File: src/rtl/lcd_write_sequencer_if.sv
// ---------------------------------------------------------------------------
// lcd_write_sequencer_if
// Nios II custom-instruction host bus for the LCD write sequencer.
//   clk_en : custom-instruction clock enable (master -> slave)
//   start  : instruction strobe, honoured only with clk_en=1
//   dataA  : [1:0] opcode, [2] rs for PUSH
//   dataB  : [7:0] byte for PUSH
//   done   : one-cycle completion pulse (slave -> master)
//   result : instruction return value, held until the next instruction
// ---------------------------------------------------------------------------
interface lcd_write_sequencer_if;
    logic        clk_en;
    logic        start;
    logic [31:0] dataA;
    logic [31:0] dataB;
    logic        done;
    logic [31:0] result;

    modport master (
        output clk_en, start, dataA, dataB,
        input  done, result
    );

    modport slave (
        input  clk_en, start, dataA, dataB,
        output done, result
    );
endinterface

File: src/rtl/lcd_write_sequencer.sv
// ---------------------------------------------------------------------------
// lcd_write_sequencer
// Drives an HD44780-class character LCD. After reset it waits out LCD
// power-up, plays a four-command init ROM, then drains a FIFO of
// CPU-queued {rs, byte} writes, generating every enable pulse and busy wait.
//
// Ports:
//   clk       in   system clock
//   reset     in   synchronous active-high reset
//   host      slave modport of lcd_write_sequencer_if (custom-instruction bus)
//   lcd_rs    out  LCD register select
//   lcd_rw    out  LCD read/write, tied 0 (write only)
//   lcd_en    out  LCD enable strobe
//   lcd_data  out  LCD data bus
//   init_done out  init ROM finished; FIFO is being serviced
// ---------------------------------------------------------------------------
module lcd_write_sequencer #(
    parameter int PULSE_CYC      = 50,
    parameter int WAIT_CYC       = 2500,
    parameter int CLEAR_WAIT_CYC = 100000,
    parameter int POWERUP_CYC    = 2000000,
    parameter int FIFO_DEPTH     = 16
) (
    input  logic                        clk,
    input  logic                        reset,
    lcd_write_sequencer_if.slave        host,
    output logic                        lcd_rs,
    output logic                        lcd_rw,
    output logic                        lcd_en,
    output logic [7:0]                  lcd_data,
    output logic                        init_done
);

    localparam int AW = $clog2(FIFO_DEPTH);

    localparam logic [31:0] PWR_LAST   = 32'(POWERUP_CYC - 1);
    localparam logic [31:0] PULSE_LAST = 32'(PULSE_CYC - 1);
    localparam logic [31:0] WAIT_LAST  = 32'(WAIT_CYC - 1);
    localparam logic [31:0] CLEAR_LAST = 32'(CLEAR_WAIT_CYC - 1);
    localparam logic [AW:0] CNT_FULL   = (AW+1)'(FIFO_DEPTH);
    localparam logic [AW:0] CNT_ONE    = (AW+1)'(1);

    typedef enum logic [2:0] {
        S_POWERUP,
        S_LOAD,
        S_SETUP,
        S_PULSE,
        S_WAIT,
        S_IDLE
    } state_t;

    // Init ROM: function set 8-bit/2-line, display on, entry mode, clear.
    function automatic logic [7:0] rom_byte(input logic [1:0] idx);
        case (idx)
            2'd0:    rom_byte = 8'h38;
            2'd1:    rom_byte = 8'h0C;
            2'd2:    rom_byte = 8'h06;
            default: rom_byte = 8'h01;
        endcase
    endfunction

    // Engine state
    state_t        r_state, w_state_nxt;
    logic [31:0]   r_cnt, w_cnt_nxt;
    logic [2:0]    r_rom_idx;
    logic          r_init_done;
    logic          r_rs;
    logic [7:0]    r_data;

    // Write queue
    logic [8:0]    r_mem [FIFO_DEPTH];
    logic [AW-1:0] r_wr_ptr;
    logic [AW-1:0] r_rd_ptr;
    logic [AW:0]   r_count;

    // Host return registers
    logic          r_done;
    logic [31:0]   r_result;

    // Host decode
    logic          w_cmd;
    logic [1:0]    w_op;
    logic          w_full;
    logic          w_push;
    logic          w_reinit;
    logic          w_fifo_empty;
    logic          w_src_fifo;
    logic          w_pop;
    logic          w_rom_load;
    logic          w_busy;
    logic [31:0]   w_wait_last;
    logic          w_unused;

    assign w_cmd        = host.start & host.clk_en;
    assign w_op         = host.dataA[1:0];
    assign w_full       = (r_count == CNT_FULL);
    // Fullness is judged before any same-cycle pop, so a full queue rejects.
    assign w_push       = w_cmd && (w_op == 2'b00) && !w_full;
    assign w_reinit     = w_cmd && (w_op == 2'b10);
    assign w_fifo_empty = (r_count == '0);

    // Once all four ROM entries have been played, the LOAD that follows
    // switches over to the FIFO and raises init_done in the same cycle.
    assign w_src_fifo   = r_init_done || (r_rom_idx == 3'd4);
    assign w_pop        = (r_state == S_LOAD) && w_src_fifo && !w_fifo_empty;
    assign w_rom_load   = (r_state == S_LOAD) && !w_src_fifo;
    assign w_busy       = (r_state != S_IDLE);

    // Clear and return-home need the long busy wait.
    assign w_wait_last  = (!r_rs && (r_data == 8'h01 || r_data == 8'h02))
                          ? CLEAR_LAST : WAIT_LAST;

    assign w_unused     = &{1'b0, host.dataA[31:3], host.dataB[31:8]};

    // -----------------------------------------------------------------------
    // Engine FSM: state register
    // -----------------------------------------------------------------------
    always_ff @(posedge clk) begin
        if (reset) begin
            r_state     <= S_POWERUP;
            r_cnt       <= '0;
            r_rom_idx   <= '0;
            r_init_done <= 1'b0;
        end else begin
            r_state <= w_state_nxt;
            r_cnt   <= w_cnt_nxt;
            if (w_rom_load)
                r_rom_idx <= r_rom_idx + 3'd1;
            if ((r_state == S_LOAD) && w_src_fifo)
                r_init_done <= 1'b1;
            // REINIT overrides: the running pulse/wait finishes on its own,
            // and the next LOAD restarts the ROM at entry 0.
            if (w_reinit) begin
                r_rom_idx   <= '0;
                r_init_done <= 1'b0;
            end
        end
    end

    // -----------------------------------------------------------------------
    // Engine FSM: next state and phase counter
    // -----------------------------------------------------------------------
    always_comb begin
        w_state_nxt = r_state;
        w_cnt_nxt   = r_cnt;
        case (r_state)
            S_POWERUP: begin
                if (r_cnt == PWR_LAST) begin
                    w_state_nxt = S_LOAD;
                    w_cnt_nxt   = '0;
                end else begin
                    w_cnt_nxt = r_cnt + 32'd1;
                end
            end
            S_LOAD: begin
                w_cnt_nxt = '0;
                if (w_pop || w_rom_load)
                    w_state_nxt = S_SETUP;
                else
                    w_state_nxt = S_IDLE;
            end
            S_SETUP: begin
                w_state_nxt = S_PULSE;
                w_cnt_nxt   = '0;
            end
            S_PULSE: begin
                if (r_cnt == PULSE_LAST) begin
                    w_state_nxt = S_WAIT;
                    w_cnt_nxt   = '0;
                end else begin
                    w_cnt_nxt = r_cnt + 32'd1;
                end
            end
            S_WAIT: begin
                if (r_cnt == w_wait_last) begin
                    w_state_nxt = S_LOAD;
                    w_cnt_nxt   = '0;
                end else begin
                    w_cnt_nxt = r_cnt + 32'd1;
                end
            end
            S_IDLE: begin
                // An uninitialised display (after REINIT) also needs service.
                if (!w_fifo_empty || !r_init_done)
                    w_state_nxt = S_LOAD;
            end
            default: begin
                w_state_nxt = S_POWERUP;
                w_cnt_nxt   = '0;
            end
        endcase
    end

    // -----------------------------------------------------------------------
    // Transfer latch: rs/data held from SETUP through the end of WAIT
    // -----------------------------------------------------------------------
    always_ff @(posedge clk) begin
        if (reset) begin
            r_rs   <= 1'b0;
            r_data <= 8'h00;
        end else if (w_rom_load) begin
            r_rs   <= 1'b0;
            r_data <= rom_byte(r_rom_idx[1:0]);
        end else if (w_pop) begin
            r_rs   <= r_mem[r_rd_ptr][8];
            r_data <= r_mem[r_rd_ptr][7:0];
        end
    end

    // -----------------------------------------------------------------------
    // Write queue
    // -----------------------------------------------------------------------
    always_ff @(posedge clk) begin
        if (w_push)
            r_mem[r_wr_ptr] <= {host.dataA[2], host.dataB[7:0]};
    end

    always_ff @(posedge clk) begin
        if (reset || w_reinit) begin
            r_wr_ptr <= '0;
            r_rd_ptr <= '0;
            r_count  <= '0;
        end else begin
            if (w_push)
                r_wr_ptr <= r_wr_ptr + AW'(1);
            if (w_pop)
                r_rd_ptr <= r_rd_ptr + AW'(1);
            case ({w_push, w_pop})
                2'b10:   r_count <= r_count + CNT_ONE;
                2'b01:   r_count <= r_count - CNT_ONE;
                default: r_count <= r_count;
            endcase
        end
    end

    // -----------------------------------------------------------------------
    // Host return path: done one cycle after start, result held until next
    // -----------------------------------------------------------------------
    always_ff @(posedge clk) begin
        if (reset) begin
            r_done   <= 1'b0;
            r_result <= '0;
        end else begin
            r_done <= w_cmd;
            if (w_cmd) begin
                case (w_op)
                    2'b00:   r_result <= {31'b0, w_full};
                    // Occupancy is the pre-pop value of this cycle.
                    2'b01:   r_result <= {22'b0, w_busy, r_init_done, 3'b0, 5'(r_count)};
                    default: r_result <= '0;
                endcase
            end
        end
    end

    assign host.done   = r_done;
    assign host.result = r_result;

    assign lcd_en    = (r_state == S_PULSE);
    assign lcd_rw    = 1'b0;
    assign lcd_rs    = r_rs;
    assign lcd_data  = r_data;
    assign init_done = r_init_done;

endmodule

File: src/flat_wrapper.sv
// flat-port wrapper written by rule: the top's interface ports become plain ports
module lcd_write_sequencer_flat 
#(
    parameter int PULSE_CYC      = 50,
    parameter int WAIT_CYC       = 2500,
    parameter int CLEAR_WAIT_CYC = 100000,
    parameter int POWERUP_CYC    = 2000000,
    parameter int FIFO_DEPTH     = 16
)
  (clk, reset, lcd_rs, lcd_rw, lcd_en, lcd_data, init_done, host_clk_en, host_start, host_dataA, host_dataB, host_done, host_result);
  lcd_write_sequencer_if host_i ();
  input  logic clk;
  input  logic reset;
  output logic lcd_rs;
  output logic lcd_rw;
  output logic lcd_en;
  output logic [7:0] lcd_data;
  output logic init_done;
  input wire logic [$bits(host_i.clk_en)-1:0] host_clk_en;
  input wire logic [$bits(host_i.start)-1:0] host_start;
  input wire logic [$bits(host_i.dataA)-1:0] host_dataA;
  input wire logic [$bits(host_i.dataB)-1:0] host_dataB;
  output wire logic [$bits(host_i.done)-1:0] host_done;
  output wire logic [$bits(host_i.result)-1:0] host_result;
  assign host_i.clk_en = host_clk_en;
  assign host_i.start = host_start;
  assign host_i.dataA = host_dataA;
  assign host_i.dataB = host_dataB;
  assign host_done = host_i.done;
  assign host_result = host_i.result;
  lcd_write_sequencer #(.PULSE_CYC(PULSE_CYC), .WAIT_CYC(WAIT_CYC), .CLEAR_WAIT_CYC(CLEAR_WAIT_CYC), .POWERUP_CYC(POWERUP_CYC), .FIFO_DEPTH(FIFO_DEPTH)) u_core (.clk(clk), .reset(reset), .host(host_i), .lcd_rs(lcd_rs), .lcd_rw(lcd_rw), .lcd_en(lcd_en), .lcd_data(lcd_data), .init_done(init_done));
endmodule
File: config.mk
export PLATFORM = sky130hd
export DESIGN_NAME = lcd_write_sequencer_flat
export DESIGN_NICKNAME = d
export VERILOG_FILES = /design/src/rtl/lcd_write_sequencer_if.sv /design/src/rtl/lcd_write_sequencer.sv /design/src/flat_wrapper.sv
export SDC_FILE = /design/constraint.sdc
export NUM_CORES = 1
export LEC_CHECK = 0
export CORE_AREA = 2 2 125 127
export CTS_CLUSTER_DIAMETER = 60
export DETAILED_ROUTE_END_ITERATION = 8
export DIE_AREA = 0 0 127 129
export DONT_BUFFER_PORTS = 1
export GPL_TIMING_DRIVEN = 0
export PLACE_DENSITY = 0.88
export SYNTH_ARGS = -nofsm -noshare
export SYNTH_HDL_FRONTEND = slang
export SYNTH_SLANG_ARGS = --single-unit
File: constraint.sdc
create_clock -name clk -period 4.3 [get_ports clk]
set_clock_uncertainty 0.05 [all_clocks]
set_input_delay 1.075 -clock clk [delete_from_list [all_inputs] [get_ports clk]]
set_output_delay 1.075 -clock clk [all_outputs]
set_load 0.05 [all_outputs]
After elaboration in Yosys (flattened, before gate mapping) --
Memories as Yosys holds them, arrays and structs flattened. A register that Yosys moved wholly into a read port is not among the register bits. Index checks and enable logic that the tools add are counted. W data, S select, Z words.
Cells by class: equal/unequal tests 23, bitwise operators 1, muxes and demuxes 20, add/subtract/negate cells 6, reduce and logical (&&, ||, !) cells 26
Operators by type and width (number):
- $pmux W32 S4 | 1
- $mux W32 | 3
- $add A32 B1 Y32 const B | 1
- $eq A32 B21 Y1 const B | 1
- $eq A32 B32 Y1 | 1
- $eq A32 B6 Y1 const B | 1
- $pmux W10 S2 | 1
- $pmux W3 S6 | 1
- $pmux W6 S3 | 1
- $mux W17 | 1
- $mux W8 | 2
- $mux W3 | 5
- $pmux W5 S2 | 1
- $eq A3 B3 Y1 const B | 3
- $add A4 B1 Y4 const B | 2
- $eq A8 B1 Y1 const B | 1
- $eq A8 B2 Y1 const B | 1
- $mux W4 | 2
- $ne A2 B1 Y1 const B | 4
- $logic_and A1 B1 Y1 | 7
- $eq A2 B1 Y1 const B | 3
- $eq A2 B2 Y1 const B | 3
- $eq A3 B2 Y1 const B | 2
- $add A5 B1 Y5 const B | 1
- other kinds (15) | 27
Word-level totals: output and inout bits 45, memories 1, word-level logic and storage cells 88, memory bits (writable) 144, register bits after elaboration 94
Memories:
- u_core.r_mem | words 16, width 9, rd ports 1, clocked after Yosys merged registers in 1, write ports 1, line lcd_write_sequencer.sv:71 | logic [8:0] r_mem [FIFO_DEPTH];

Logic depth before layout (Yosys ltp) --
Gate-level depths: netlist of the first run.
depth after elaboration 7, depth in mapped cells 16, depth with buffers taken out 15

Worst setup path after synthesis of the first run --
Ideal clock, no wire load.
path kind register to register, from reg u_core.r_init_done, in the netlist u_core.init_done, to reg u_core.r_count[4], clock period less this slack 3320 ps, required time 4180 ps, setup slack 980 ps, stages on the path, launching flop included 15, setup time 70 ps, arrival 3200 ps, path through dfxtp_1 -> a21oi_1 -> nor3_1 -> o21ai_1 -> inv_1 -> clkbuf_1 -> ha_1 -> inv_1 -> fa_1 -> inv_1 -> a21o_1 -> a21oi_1 -> xnor2_1 -> or3_1 -> a21oi_1
Between the ends: word-level cells in the longest chain between the ends 5, elaborated cells between the ends (all ways) 7, those cells by class 2 x eq/ne; 1 x mux; 4 x reduce/logical
RTL lines:
- from (decl) | line lcd_write_sequencer.sv:66 | logic r_init_done;
- from (signal assigned) | line lcd_write_sequencer.sv:123 | r_init_done <= 1'b0;
- from (signal assigned) | line lcd_write_sequencer.sv:130 | r_init_done <= 1'b1;
- from (signal assigned) | line lcd_write_sequencer.sv:135 | r_init_done <= 1'b0;
- $logic_or A1 B1 Y1 (*) | line lcd_write_sequencer.sv:104 | assign w_src_fifo = r_init_done || (r_rom_idx == 3'd4);
- $logic_and A1 B1 Y1 (*) (2 in a row) | line lcd_write_sequencer.sv:105 | assign w_pop = (r_state == S_LOAD) && w_src_fifo && !w_fifo_empty;
- net u_core.w_pop | line lcd_write_sequencer.sv:88 | logic w_pop;
- $eq A2 B1 Y1 or $eq A2 B2 Y1 (tied branches) | line lcd_write_sequencer.sv:228 | case ({w_push, w_pop})
- $pmux W5 S2 or $reduce_bool A2 Y1 (tied branches)
- to (signal assigned) | line lcd_write_sequencer.sv:229 | 2'b10: r_count <= r_count + CNT_ONE;
- to (signal assigned) | line lcd_write_sequencer.sv:230 | 2'b01: r_count <= r_count - CNT_ONE;
- to (signal assigned) | line lcd_write_sequencer.sv:231 | default: r_count <= r_count;
- to (decl) | line lcd_write_sequencer.sv:74 | logic [AW:0] r_count;
Mark *: on every way through the listed nets, which the timed path passes. The rest lies on a longest branch. A chain may end at the register's enable or synchronous reset.

Final worst setup path of the first run --
Same ends and word-level chain as after synthesis.

==> run metrics, run 1 <==
H-tree lvl count 1; ANT cells 0; Worst Path Arrival 4.22 ns; final setup fails 0; die width 127 µm; dpl ws 0.5221 ns; Final nets 833; io pins 113; Critical path origin u_core.init_done; EDFF count, synth 144; flip-flop and latch count after synthesis 217; dpl hpwl 13590 µm; setup tns final 0 ns; RR Startpoint u_core.init_done; Clock Root Buffer clkbuf_16; CTS tree yes; grt total ovfl 0; max cap viols 0; Tcrit/Tclk final 89.32%; DRC Markers 0; setup slack, reg-to-reg 0.46 ns; detailed-route wire length per cell 21.77 µm; FMAX 0.2604 GHz; Leak 3.425 nW; CP max FO 10; count of cell types in the netlist 57; CTS sink count 217; vias in the first global route 5829; Crit Path Class flop to flop; Post-synth top flop edfxtp_1; outcome completed; setup ws final 0.4590 ns; Die Height 129 µm; die area 16380 µm²; Synth Warn # 0; DRT Pass-1 Iters 5; Core Box Area 14980 µm²; worst-path cell chain a21oi_1, nor3_1, o21ai_1, inv_1, clkbuf_1, ha_1, inv_1, fa_1, inv_1, a21o_1, a21oi_1, xnor2_1, or3_1, a21oi_1; min-delay worst type flop to flop; Max clock buf depth 3; CTS Hold Bufs 0; worst endpoint required time 4.68 ns; reg2reg path depth 14; Max VDD drop 0.0003359 V; Worst Setup EP u_core.r_count[4]; RSZ-0062 raised after global routing false; minimum clock period 3.841 ns; drt total wl 20720 µm; Final Hold Fails 0; layout cells sized above 1 16.62%; Power per Cell Area 412.6 nW/µm²; Max stage delay on crit path 0.72 ns; Synth async-reset ratio 0%; port buffer count 0; postcts setup bufs 0; first-pass GRT wire length 32180 µm; 1st-iter DRT viols 644; Hold Crit Depth 2; Worst path depth 14; Num CTS Buffers 22; post-cts sizing count 0; Placer Congestion 0.9078; Antenna Violating Nets Remaining 0; Clock Latency Late Sink 0.51 ns; vias post-DR 5990; r2r endpoint u_core.r_count[4]; Startpoint Class flop; Post-Syn Area per Cell 13.37 µm²; Worst Tran Pin Value 1.281 ns; initial antenna violation count 0; Area growth syn-to-layout 10.78%; register area share after synthesis 61.92%; Critical path buffers and inverters 4; clk slew on worst S/H paths 0.06 ns; all-layer global routing usage 25.71%; Slowest-stage cell, CP dfxtp_1; largest net degree at the start of global routing 17; Vias/cell 6.292; Mapped Area 9344 µm²; Crit path max-delay family buffers and inverters; Hold WS 0.4516 ns; Max-slew headroom 14.32%; crit end category flop; initial core utilization 62.39%; Slew Limit Fails 0; Fillers 1006; Post-Syn Instances 699; row count 45
-- where the power goes --
part | internal, mW | switching [mW] | total (mW)
combinational | 0.0807 | 0.164 | 0.244
sequential | 2.24 | 0.0418 | 2.28
clock | 0.981 | 0.763 | 1.74
-- cell families (layout without fill, tap and decap cells) --
kind of cell	count (synthesis)	in the layout	share of synthesized area, %
AOI/OAI and AO/OA	79	79	6.012
adders and majority gates	17	17	2.357
xor gates and xnor gates	21	21	1.968
and+or+nand+nor	239	239	12.37
DFF	217	217	61.92
other	1	26	0.04013
buffers and inverters	78	118	4.406
muxes	47	47	10.93
-- worst min-delay path by stage --
stage                startpoint               end  slack, ns
6_report       u_core.r_cnt[24]  u_core.r_cnt[24]       0.45
5_1_grt        u_core.r_cnt[25]  u_core.r_cnt[25]       0.47
3_5_place_dp   u_core.r_cnt[24]  u_core.r_cnt[24]       0.45
3_3_place_gp   u_core.r_cnt[25]  u_core.r_cnt[25]       0.42
2_1_floorplan  u_core.r_cnt[24]  u_core.r_cnt[24]       0.41
4_1_cts        u_core.r_cnt[24]  u_core.r_cnt[24]       0.46
-- worst min-delay path: stages, from the launching register on --
cell and delay [ns]:
dfxtp_1 0.34, nand2_1 0.07, nand2_1 0.04
-- cells in the final DEF (no fill, tap or decap), types with 13 or more instances in the layout --
cell type  instances
clkbuf_16         22
o311ai_1          15
nand4_1           13
edfxtp_1         144
nand2_1           66
nand3_1           31
nor2_1            62
conb_1            26
mux4_2            44
inv_1             16
clkbuf_1          26
dfxtp_1           73
buf_4             29
a21oi_1           17
ha_1              16
-- Yosys cell counts, types with 6 or more instances --
| cell | number | area [µm²] |
|---|---|---|
| o311ai_1 | 15 | 131.4 |
| nor3_1 | 13 | 65.06 |
| or2_2 | 6 | 37.54 |
| buf_2 | 8 | 40.04 |
| a21oi_1 | 17 | 85.08 |
| or3_1 | 7 | 43.79 |
| nand2_1 | 66 | 247.7 |
| a22oi_1 | 7 | 52.55 |
| nand4_1 | 13 | 81.33 |
| xor2_1 | 12 | 105.1 |
| nor4_1 | 9 | 56.30 |
| buf_4 | 29 | 217.7 |
| o21ai_0 | 6 | 30.03 |
| o21ai_1 | 6 | 30.03 |
| xnor2_1 | 9 | 78.83 |
| clkbuf_1 | 20 | 75.07 |
| nor2_1 | 62 | 232.7 |
| edfxtp_1 | 144 | 4324 |
| ha_1 | 16 | 200.2 |
| inv_1 | 16 | 60.06 |
| mux4_2 | 44 | 991.0 |
| dfxtp_1 | 73 | 1461 |
| nand3_1 | 31 | 155.2 |
-- through the flow --
stage,total power [mW],area [µm²],cells,utilization (%)
after CTS,4.274,10350,952,69.11
after detailed placement,2.565,9693,912,64.72
final,4.271,10350,952,69.11
after floorplan,2.518,9438,724,-
after global placement,2.554,9673,912,64.59
after global routing,4.382,10350,952,69.11
-- final cells by class --
cell class / count / area, µm² / area share (%)
Multi-Input combinational cell: 429 / 3261 / 31.50
Sequential cell: 217 / 5786 / 55.89
Clock inverter: 10 / 57.56 / 0.5560
Tap cell: 188 / 235.2 / 2.272
Clock buffer: 30 / 600.6 / 5.802
Inverter: 16 / 60.06 / 0.5802
Buffer: 62 / 351.6 / 3.397
-- registers in the layout (all words and copies together) (netlist names), 3 cells and up, named ones only --
name	flops
u_core.r_mem	144
u_core.r_cnt	32
u_core.lcd_data	8
u_core.host.result	7
u_core.r_count	5
u_core.r_rd_ptr	4
u_core.r_wr_ptr	4
u_core.r_rom_idx	3
u_core.r_state	3
-- layer usage --
layer	vias up	GRT usage, %	part of all wire, %
met5	-	0	0
met4	0	6.658	2.4
met3	49	4.200	7.6
met2	306	46.43	52
met1	2942	32.77	38
li1	2693	-	-
No activity file was read; power rests on OpenSTA's default activity.
==> run 2, diff against run 1 <==
- CAP_MARGIN: default -> 15
- CORE_AREA: 2 2 125 127 -> 2 2 132 134
- DIE_AREA: 0 0 127 129 -> 0 0 134 136
- PLACE_DENSITY: 0.88 -> 0.84
- clock period: 4.3 -> 3.4 ns (I/O delays scaled with it)
==> run 2 against run 1 <==
  * Combinational power is 25% higher
  * Worst setup slack worse by 0.20 ns
  * Sequential power rose by 27%
  * Die area up 11%
  * Routed wire length rose by 0.65%
  * Hold slack lost 0.076 ns
  * Core utilization decreased by 6.5 points
  * Global-route usage shrank 2.3 points
  * Register-to-register slack lost 0.20 ns
  * Clock power grew 32%
  * Highest routed layer unchanged
==> run metrics, run 2 (same netlist as run 1, synthesis figures left out) <==
vias in the first global route 5770; DRT Pass-1 Iters 5; Power per Cell Area 519.6 nW/µm²; setup ws final 0.2640 ns; Final nets 841; initial core utilization 55.37%; setup tns final 0 ns; min-delay worst type input port to flop; Max clock buf depth 3; Largest Register u_core.r_mem; ANT cells 0; CP dominant cell by count inv_1; Final Hold Fails 0; crit end category flop; outcome completed; Startpoint Class flop; CTS tree yes; 1st-iter DRT viols 488; DRC Markers 0; leading cell type in the layout, fill and taps excluded edfxtp_1; minimum clock period 3.136 ns; Worst Tran Pin Value 1.212 ns; max cap viols 0; CP max FO 13; die area 18220 µm²; drt total wl 20860 µm; Leak 3.489 nW; Antenna Violating Nets Remaining 0; Util after Layout 62.57%; dpl hpwl 13370 µm; Crit Path Class flop to flop; Critical path buffers and inverters 4; Pwr Total 5.487 mW; Max-slew headroom 18.92%; worst endpoint required time 3.79 ns; FMAX 0.3189 GHz; Max stage delay on crit path 0.41 ns; layout cells sized above 1 18.13%; largest net degree at the start of global routing 17; Clock Root Buffer clkbuf_16; grt total ovfl 0; Hold WS 0.3753 ns; die width 134 µm; Area growth syn-to-layout 13.02%; Vias/cell 5.862; RSZ-0062 raised after global routing false; row count 48; Placer Congestion 0.9231; Core Box Area 16880 µm²; final setup fails 0; clk slew on worst S/H paths 0.06 ns; CTS Hold Bufs 0; first-pass GRT wire length 32040 µm; max reg flops 144; Tcrit/Tclk final 92.24%; postcts setup bufs 0; io pins 113; vias post-DR 5844; CTS sink count 217; dpl ws -0.4189 ns; H-tree lvl count 1; Num CTS Buffers 22; Clock Latency Late Sink 0.52 ns; initial antenna violation count 0; Slew Limit Fails 0; port buffer count 0; Worst Path Arrival 3.53 ns; worst-path cell chain inv_1, ha_1, a21oi_2, nor3_2, o21ai_4, inv_4, ha_1, inv_1, fa_1, inv_1, a21o_1, a21oi_1, xnor2_1, or3_1, a21oi_1; detailed-route wire length per cell 20.92 µm; Crit path max-delay family adder cells; Die Height 136 µm; all-layer global routing usage 23.42%; most used cells in the layout excluding fill and tap cells 144 x edfxtp_1, 72 x dfxtp_1, 66 x nand2_1; Max VDD drop 0.0004124 V; Slowest-stage cell, CP fa_1
==> run 2: worst reg2reg max path, stage by stage (launching register included) <==
cell	delay, ns
dfxtp_1	0.35
inv_1	0.14
ha_1	0.21
a21oi_2	0.09
nor3_2	0.31
o21ai_4	0.17
inv_4	0.16
ha_1	0.25
inv_1	0.11
fa_1	0.41
inv_1	0.07
a21o_1	0.10
a21oi_1	0.07
xnor2_1	0.13
or3_1	0.30
a21oi_1	0.13
==> run 2: report_power, final <==
group | switching [mW] | leakage (nW) | internal (mW)
registers | 0.0514 | 1.88 | 2.83
clock network | 0.985 | 0.339 | 1.31
logic | 0.204 | 1.27 | 0.102
total | 1.24 | 3.49 | 4.25
==> run 2: area by class of cell <==
type	count	area, µm²
buffer	61	347.8
clock buffer	30	590.6
clock inverter	10	107.6
fill	1237	6316
inverter	16	62.56
multi-input combinational	429	3289
sequential	217	5787
tap	225	281.5
timing repair buffer	9	93.84
==> run 2: worst paths after layout <==
check | startpoint | end | slack [ns] | cells after the start
min | host_dataB[1] | u_core.r_mem[8][1] | 0.38 | 0
max | u_core.r_rom_idx[0] | u_core.r_count[4] | 0.26 | 15
max reg2reg | u_core.r_rom_idx[0] | u_core.r_count[4] | 0.26 | 15
min reg2reg | u_core.r_cnt[25] | u_core.r_cnt[25] | 0.44 | 2
==> run 2: what timing repair did <==
action,4_1_cts,5_1_grt
setup endpoints to repair,4,37
hold endpoints to repair,0,0
gates resized for setup,3,5
==> run 2: stage by stage <==
step	instance area, µm²	cells
6_report	10560	997
5_1_grt	10560	997
4_1_cts	10500	993
3_5_place_dp	9796	954
3_3_place_gp	9719	949
2_1_floorplan	9438	724
==> run 2: routing by layer <==
| layer | track usage [%] | vias to the layer above | routed length (µm) |
|---|---|---|---|
| li1 | - | 2707 | - |
| met1 | 28.62 | 2833 | 8069 |
| met2 | 41.05 | 254 | 10440 |
| met3 | 5.742 | 50 | 1701 |
| met4 | 7.742 | 0 | 648 |
| met5 | 0 | - | 0 |
